===== config.mk =====
export PLATFORM = sky130hd
export DESIGN_NAME = bcd2bin
export DESIGN_NICKNAME = d
export VERILOG_FILES = /design/src/rtl/bcd2bin.sv
export SDC_FILE = /design/constraint.sdc
export NUM_CORES = 1
export LEC_CHECK = 0
export ABC_AREA = 1
export BUFFER_PORTS_ARGS = -buffer_cell sky130_fd_sc_hd__buf_2
export CAP_MARGIN = 30
export CORE_MARGIN = 5
export CORE_UTILIZATION = 44
export DETAILED_ROUTE_END_ITERATION = 10
export PLACE_DENSITY_LB_ADDON = 0.25
export SLEW_MARGIN = 20
export SYNTH_ARGS = -nofsm -noshare
export SYNTH_HDL_FRONTEND = slang
export SYNTH_SLANG_ARGS = --single-unit

===== constraint.sdc =====
create_clock -name clk -period 1.7 [get_ports clk]
set_clock_uncertainty 0.2 [all_clocks]
set_input_delay 0.085 -clock clk [delete_from_list [all_inputs] [get_ports clk]]
set_output_delay 0.085 -clock clk [all_outputs]
set_load 0.1 [all_outputs]

===== src/rtl/bcd2bin.sv =====
// Sequential 4-digit BCD-to-binary converter (reverse double-dabble).
// Uses the same start/ready/done_tick handshake as the binary-to-BCD converter.
module bcd2bin #(
    parameter int BIN_W = 14
) (
    input  logic             clk,
    input  logic             reset_n,
    input  logic             start,
    input  logic [3:0]       bcd3,
    input  logic [3:0]       bcd2,
    input  logic [3:0]       bcd1,
    input  logic [3:0]       bcd0,
    output logic             ready,
    output logic             done_tick,
    output logic             err,
    output logic [BIN_W-1:0] bin
);

    localparam int W_W   = 16 + BIN_W;
    localparam int CNT_W = $clog2(BIN_W + 1);

    typedef enum logic [1:0] {
        IDLE = 2'd0,
        OP   = 2'd1,
        DONE = 2'd2
    } state_t;

    state_t             state_q, state_d;
    logic [W_W-1:0]     w_q, w_d;
    logic [CNT_W-1:0]   n_q, n_d;
    logic [BIN_W-1:0]   bin_q, bin_d;
    logic               err_q, err_d;
    logic               done_q, done_d;

    logic [W_W-1:0]     shift_w;
    logic [W_W-1:0]     corr_w;
    logic [3:0]         digit_in [4];
    logic [3:0]         digit_bad;

    assign digit_in[0] = bcd0;
    assign digit_in[1] = bcd1;
    assign digit_in[2] = bcd2;
    assign digit_in[3] = bcd3;

    // One shift step: the units-digit LSB drops into the binary field MSB,
    // then any BCD field that picked up a carried "10" (value >= 8) is fixed by -3.
    assign shift_w             = w_q >> 1;
    assign corr_w[BIN_W-1:0]   = shift_w[BIN_W-1:0];

    generate
        for (genvar gi = 0; gi < 4; gi++) begin : g_digit
            assign corr_w[BIN_W+4*gi +: 4] = (shift_w[BIN_W+4*gi +: 4] >= 4'd8)
                                             ? shift_w[BIN_W+4*gi +: 4] - 4'd3
                                             : shift_w[BIN_W+4*gi +: 4];
            assign digit_bad[gi] = (digit_in[gi] > 4'd9);
        end
    endgenerate

    always_comb begin
        state_d = state_q;
        w_d     = w_q;
        n_d     = n_q;
        bin_d   = bin_q;
        err_d   = err_q;
        done_d  = 1'b0;
        case (state_q)
            IDLE: begin
                if (start) begin
                    if (|digit_bad) begin
                        err_d   = 1'b1;
                        bin_d   = '0;
                        done_d  = 1'b1;
                        state_d = DONE;
                    end else begin
                        w_d     = {bcd3, bcd2, bcd1, bcd0, {BIN_W{1'b0}}};
                        n_d     = CNT_W'(BIN_W);
                        state_d = OP;
                    end
                end
            end
            OP: begin
                w_d = corr_w;
                n_d = n_q - 1'b1;
                if (n_q == CNT_W'(1)) begin
                    bin_d   = corr_w[BIN_W-1:0];
                    err_d   = 1'b0;
                    done_d  = 1'b1;
                    state_d = DONE;
                end
            end
            DONE:    state_d = IDLE;
            default: state_d = IDLE;
        endcase
    end

    always_ff @(posedge clk or negedge reset_n) begin
        if (!reset_n) begin
            state_q <= IDLE;
            w_q     <= '0;
            n_q     <= '0;
            bin_q   <= '0;
            err_q   <= 1'b0;
            done_q  <= 1'b0;
        end else begin
            state_q <= state_d;
            w_q     <= w_d;
            n_q     <= n_d;
            bin_q   <= bin_d;
            err_q   <= err_d;
            done_q  <= done_d;
        end
    end

    assign ready     = (state_q == IDLE);
    assign done_tick = done_q;
    assign err       = err_q;
    assign bin       = bin_q;

endmodule


==> results of run 1 <==
## worst max-delay path by stage
stage	startpoint	end	depth (start not counted)
after floorplan	state_q[1]	err	6
after global placement	state_q[1]	w_q[15]	7
after detailed placement	n_q[1]	bin[9]	9
after CTS	bcd3[2]	bin[5]	9
after global routing	n_q[1]	bin[1]	10
final	n_q[1]	bin[2]	10
## report_power, final
part	internal, W	switching, W
registers	0.00164	0.000353
logic	0.000945	0.00179
clock network	0.000333	0.000419
total	0.00291	0.00256
## final cells by class
type,count,area [sq um],share of cell area (%)
multi-input combinational,255,1261,36.73
tap,75,93.84,2.733
timing repair buffer,70,563.0,16.40
inverter,37,138.9,4.045
sequential,51,1277,37.21
clock inverter,2,16.27,0.4738
clock buffer,6,82.58,2.405
## critical path: stages, from the launching register on
cell,delay [ns]
dfrtp_1,0.40
inv_2,0.08
ha_4,0.13
nand2_4,0.05
nor2_4,0.11
inv_2,0.05
a21oi_4,0.16
buf_12,0.15
buf_8,0.13
nand3_2,0.07
nand2_1,0.07
## kinds of logic after synthesis
family | share of synthesized area, %
compound gates | 5.084
fa+ha+maj | 3.731
flops | 47.57
buf+inv | 9.095
simple gates | 34.51
## timing repair
item | CTS | global route
gates resized for setup | 0 | 19
hold buffers | 18 | 0
setup endpoints to repair | 0 | 17
setup buffers | 0 | 3
hold endpoints to repair | 69 | 0
## sequential cells by signal, summed over array words and instances (netlist names)
register and count:
w_q 29, err 1, done_tick 1, n_q 4, bin 14, state_q 2
## routing by layer
layer  track usage [%]  vias up  wire, um
met2             26.51       32      3008
met3             3.198        7       228
met1             21.10     1107      2745
met4             4.945        0        65
met5                 0        -         0
li1                  -     1232         -
## cell usage after synthesis
master	instances
or2_2	1
buf_4	4
inv_1	32
o22ai_1	3
buf_1	1
inv_2	5
buf_2	3
o21bai_1	3
nand4_1	2
ha_1	8
buf_6	5
nand2_1	153
o21ai_2	1
dfrtp_1	51
nor2_4	1
nand2_4	1
a21oi_1	3
a21oi_4	1
nand2_2	3
nor2_1	17
nor2_2	2
o21ai_0	11
nand3_1	43
## metrics by stage
stage	util, %	setup WS (ns)	area, sq um	power [W]	hold WS [ns]
floorplan	-	-0.07996	2696	0.003854	-0.4106
global placement	50.97	0.1488	3018	0.004406	-0.1031
detailed placement	50.97	0.1106	3018	0.004460	-0.1026
CTS	55.68	0.04908	3297	0.005255	0.07862
global route	57.99	-0.02819	3433	0.005895	0.1228
finish	57.99	0.04870	3433	0.005479	0.07949
==> impl_metrics.csv, run 1 <==
group,metric,value,unit
status,outcome,"complete, no violations",
routing,vias_per_cell,4.794,
global_route,grt_pass1_wl,9.756,mm
setup_path,cp_data_arrival_time,1.70,ns
sta,slew_violations,0,
setup_path,ff2ff_setup_slack,0.05,ns
routing,wl,6.048,mm
placed_design,gp_congestion,0.8290,
placed_design,dp.cells,465,
routing,dr.pass1.iters,4,
setup_path,reg2reg_depth,10,
logic_synthesis,synth_area_leaders,"dfrtp_1 (48%), nand2_1 (21%), nand3_1 (8.0%)",
power_and_ir_drop,power_density,1596,nW/um^2
clock_network,clk_path_buf_depth,2,
logic_synthesis,yosysTopAreaCell,"dfrtp_1",
cells_and_area,nFillCells,550,
floorplan,die_h,88.08,um
cells_and_area,synthToLayoutAreaGrowth,27.98,%
global_route,overflow,0,
flow_run,maxCapViolations,0,
floorplan,core-area,5921,sq um
logic_synthesis,synth.avg_cell_area,7.578,sq um
power_and_ir_drop,ir_worst_vdd,0.001195,V
routing,drc,0,
cells_and_area,fin_nets,447,
logic_synthesis,synth_area,2683,sq um
hold_path,hp-class,"primary input to asynchronous set/reset pin",
setup_path,end_kind,"flip-flop",
setup_path,criticalPathCategory,"flip-flop to flip-flop",
logic_synthesis,ys_types,23,
global_route,grt_max_degree,52,
clock_network,root_buffer,"clkbuf_8",
floorplan,die_w,88.08,um
cells_and_area,layout_commonest_cell,"nand2_1",
logic_synthesis,synth.top_cell.area_share,47.57,%
routing,dr.first_iter.drc_count,111,
placed_design,portBuffers,35,
cells_and_area,final_cell_mix,"nand2_1 (152), dfrtp_1 (50), nand3_1 (37)",
sta,setup_tns,0,ns
sta,min_period,1.651,ns
setup_path,cp_max_fo,7,
sta,slew_headroom,67.43,%
sta,hold_viol,0,
sta,tightest_slew,0.4919,ns
floorplan,row_count,28,
floorplan,dieArea,7758,sq um
routing,wl_per_cell,12.19,um
sta,rsz0062_at_grt,"yes",
global_route,track_usage,15.97,%
routing,antenna_left,0,
cells_and_area,drive_gt1_share,21.14,%
global_route,antenna_found_initial,0,
placed_design,dpl.hpwl,3.859,mm
power_and_ir_drop,p_leak,1.991,nW
setup_path,cp.required,1.75,ns
clock_network,cts_buffers,5,
global_route,first_global_vias,2160,
setup_path,cp-start-kind,"flip-flop",
logic_synthesis,ys_seq_area_share,47.57,%
floorplan,start_util,45.31,%
sta,fmax,605.6,MHz
logic_synthesis,ys.warnings.count,0,
clock_network,htree_levels,2,
setup_path,worstReg2RegStart,"n_q[1]",
cells_and_area,stdcell_count,496,
logic_synthesis,syn-num-nets,381,
logic_synthesis,syn-instance-count,354,
floorplan,io_pins,36,
clock_network,clkSinkCount,51,
clock_network,clk_pin_slew,0.10,ns
setup_path,r2r-end,"bin[2]",
sta,fin_crit_sh,97.14,%
cells_and_area,antennaDiodeCount,0,
sta,setup_viol,0,
clock_network,cts_tree,"done",
routing,vias,2378,
clock_network,worstSkewPairLatency,0.31,ns
logic_synthesis,yosys_register_bits,51,
(Power assumes the default switching activity.)
==> run 2, diff against run 1 <==
--- a/config.mk
+++ b/config.mk
@@ -11,7 +11,7 @@
 export CORE_MARGIN = 5
 export CORE_UTILIZATION = 44
 export DETAILED_ROUTE_END_ITERATION = 10
-export PLACE_DENSITY_LB_ADDON = 0.25
+export PLACE_DENSITY = 0.64
 export SLEW_MARGIN = 20
 export SYNTH_ARGS = -nofsm -noshare
 export SYNTH_HDL_FRONTEND = slang
==> run 2 against run 1 <==
Effect of this change: non-clock buffer count stayed put; register-to-register slack got worse by 0.04 ns; first-iteration DRC count is 2.7% higher; setup slack worse by 0.037 ns; global-route usage rose by 1.4 points; count of clock-buffer cells in the layout shrank 1; die area unchanged; via count increased by 1.7%; sequential power about the same; design area grew 2.2%; largest power group unchanged; core utilization grew 1.3 points; sequential cell count is the same; highest routed layer unchanged.
==> impl_metrics.csv, run 2 (synthesized netlist as in run 1, its figures left out) <==
group,metric,value,unit
cells_and_area,antennaDiodeCount,0,
hold_path,hp-class,"primary input to flip-flop",
power_and_ir_drop,clkPwrFrac,12.3,%
global_route,first_global_vias,2284,
setup_path,reg2reg_depth,10,
power_and_ir_drop,p_seq_share,35.9,%
setup_path,worstReg2RegStart,"n_q[1]",
clock_network,root_buffer,"clkbuf_8",
power_and_ir_drop,p_leak,2.016,nW
clock_network,clk_path_buf_depth,2,
floorplan,io_pins,36,
power_and_ir_drop,switching_share,47.78,%
global_route,track_usage,17.35,%
routing,wl_per_cell,13.32,um
clock_network,htree_levels,2,
sta,fmax,592.3,MHz
cells_and_area,largest_reg_flops,29,
sta,slew_violations,0,
routing,dr.pass1.iters,4,
power_and_ir_drop,p_int,0.002924,W
setup_path,cp_data_arrival_time,1.74,ns
cells_and_area,top_register,"w_q",
setup_path,r2r-end,"bin[11]",
placed_design,post_dp_cell_area,3010,sq um
cells_and_area,final_cell_mix,"nand2_1 (138), dfrtp_1 (50), nand3_1 (38)",
setup_path,cp_common_cell,"inv_2",
setup_path,cp-start-kind,"flip-flop",
setup_path,cp_max_fo,6,
sta,hold_viol,0,
sta,rsz0062_at_grt,"yes",
global_route,grt_max_degree,27,
cells_and_area,drive_gt1_share,24.52,%
clock_network,cts_buffers,5,
setup_path,cpPeakStageDelay,0.39,ns
cells_and_area,layout_commonest_cell,"nand2_1",
power_and_ir_drop,power_density,1596,nW/um^2
cells_and_area,synthToLayoutAreaGrowth,30.83,%
floorplan,start_util,45.31,%
global_route,overflow,0,
flow_run,maxCapViolations,0,
placed_design,gp_congestion,0.8719,
setup_path,cp.required,1.75,ns
placed_design,post-place-ws,0.07955,ns
sta,worst_slack,0.01157,ns
floorplan,die_w,88.08,um
routing,vias,2418,
global_route,grt_pass1_wl,10.51,mm
routing,dr.first_iter.drc_count,114,
hold_path,hold_depth,5,
sta,tightest_slew,0.5262,ns
sta,slew_headroom,64.92,%
clock_network,worstSkewPairLatency,0.31,ns
setup_path,end_kind,"flip-flop",
sta,fin_crit_sh,99.32,%
cells_and_area,fin_nets,447,
setup_path,crit_chain,"inv_2 > ha_4 > nand2_2 > nor2_2 > inv_2 > a21oi_4 > buf_12 > buf_8 > nand3_1 > nand2_1",
hold_path,min_to,"w_q[21]",
setup_path,crit_slowest_cell,"dfrtp_1",
power_and_ir_drop,ir_worst_vdd,0.001301,V
global_route,antenna_found_initial,0,
sta,min_period,1.688,ns
cells_and_area,fin_area,3510,sq um
clock_network,clk_pin_slew,0.09,ns
power_and_ir_drop,power.switching,0.002676,W
placed_design,portBuffers,35,
power_and_ir_drop,power_frac_comb,51.8,%
floorplan,dieArea,7758,sq um
floorplan,die_h,88.08,um
routing,drc,0,
floorplan,core-area,5921,sq um
clock_network,cts_tree,"done",
routing,antenna_left,0,
clock_network,clkSinkCount,51,
routing,vias_per_cell,4.885,
routing,wl,6.592,mm
setup_path,criticalPathCategory,"flip-flop to flip-flop",
status,outcome,"complete, no violations",
hold_path,hold_start,"bcd1[3]",
floorplan,row_count,28,
placed_design,dpl.hpwl,4.173,mm
sta,setup_viol,0,
setup_path,ff2ff_setup_slack,0.01,ns
[run 2: worst max-delay path by stage]
stage / end / slack (ns) / startpoint / cells past startpoint
after CTS: bin[5] / 0.04 / bcd2[2] / 9
after global placement: err / 0.10 / n_q[1] / 9
after detailed placement: bin[5] / 0.08 / n_q[1] / 9
after global routing: bin[12] / -0.07 / n_q[1] / 10
final: bin[11] / 0.01 / n_q[1] / 10
after floorplan: err / -0.08 / state_q[1] / 6
[run 2: critical path: cells and delay by family, from the launching register on]
family | cells | cell delay (ns)
compound gates | 1 | 0.19
fa+ha+maj | 1 | 0.12
buf+inv | 4 | 0.43
flops | 1 | 0.39
simple gates | 4 | 0.30
[run 2: final cells by class]
cell class | count | area [sq um]
clock buffer | 5 | 68.82
clock inverter | 2 | 13.76
fill | 537 | 2411
inverter | 37 | 138.9
multi-input combinational | 255 | 1311
sequential | 51 | 1277
tap | 75 | 93.84
timing repair buffer | 70 | 605.6
[run 2: layer usage]
| metal | vias up | GRT usage (%) | wire length [um] |
|---|---|---|---|
| li1 | 1237 | - | - |
| met1 | 1105 | 22.74 | 3052 |
| met2 | 64 | 28.84 | 3111 |
| met3 | 12 | 3.669 | 311 |
| met4 | 0 | 5.495 | 116 |
| met5 | - | 0 | 0 |
[run 2: power by group through the flow]
stage / clock network, W / logic [W] / registers (W)
after global routing: 0.000767 / 0.00317 / 0.00207
after CTS: 0.000712 / 0.00250 / 0.00199
after global placement: 0 / 0.00242 / 0.00199
final: 0.000688 / 0.00290 / 0.00201
after floorplan: 0 / 0.00147 / 0.00239
after detailed placement: 0 / 0.00246 / 0.00201
[run 2: what timing repair did]
action / 4_1_cts / 5_1_grt
hold buffers: 17 / 0
setup buffers: 0 / 4
endpoints found under the hold margin: 68 / 0
setup endpoints to repair: 0 / 46
gates resized for setup: 0 / 36
[run 2: per-stage QoR]
stage	hold slack (ns)	power, W	setup TNS [ns]	utilization, %	std cells
after detailed placement	-0.09686	0.004465	0	50.85	464
final	0.01361	0.005600	0	59.28	495
after global routing	0.03570	0.006003	-0.7130	59.28	495
after CTS	0.0003686	0.005199	0	55.11	488
after global placement	-0.1029	0.004405	0	50.85	464
after floorplan	-0.4106	0.003854	-0.9189	-	354
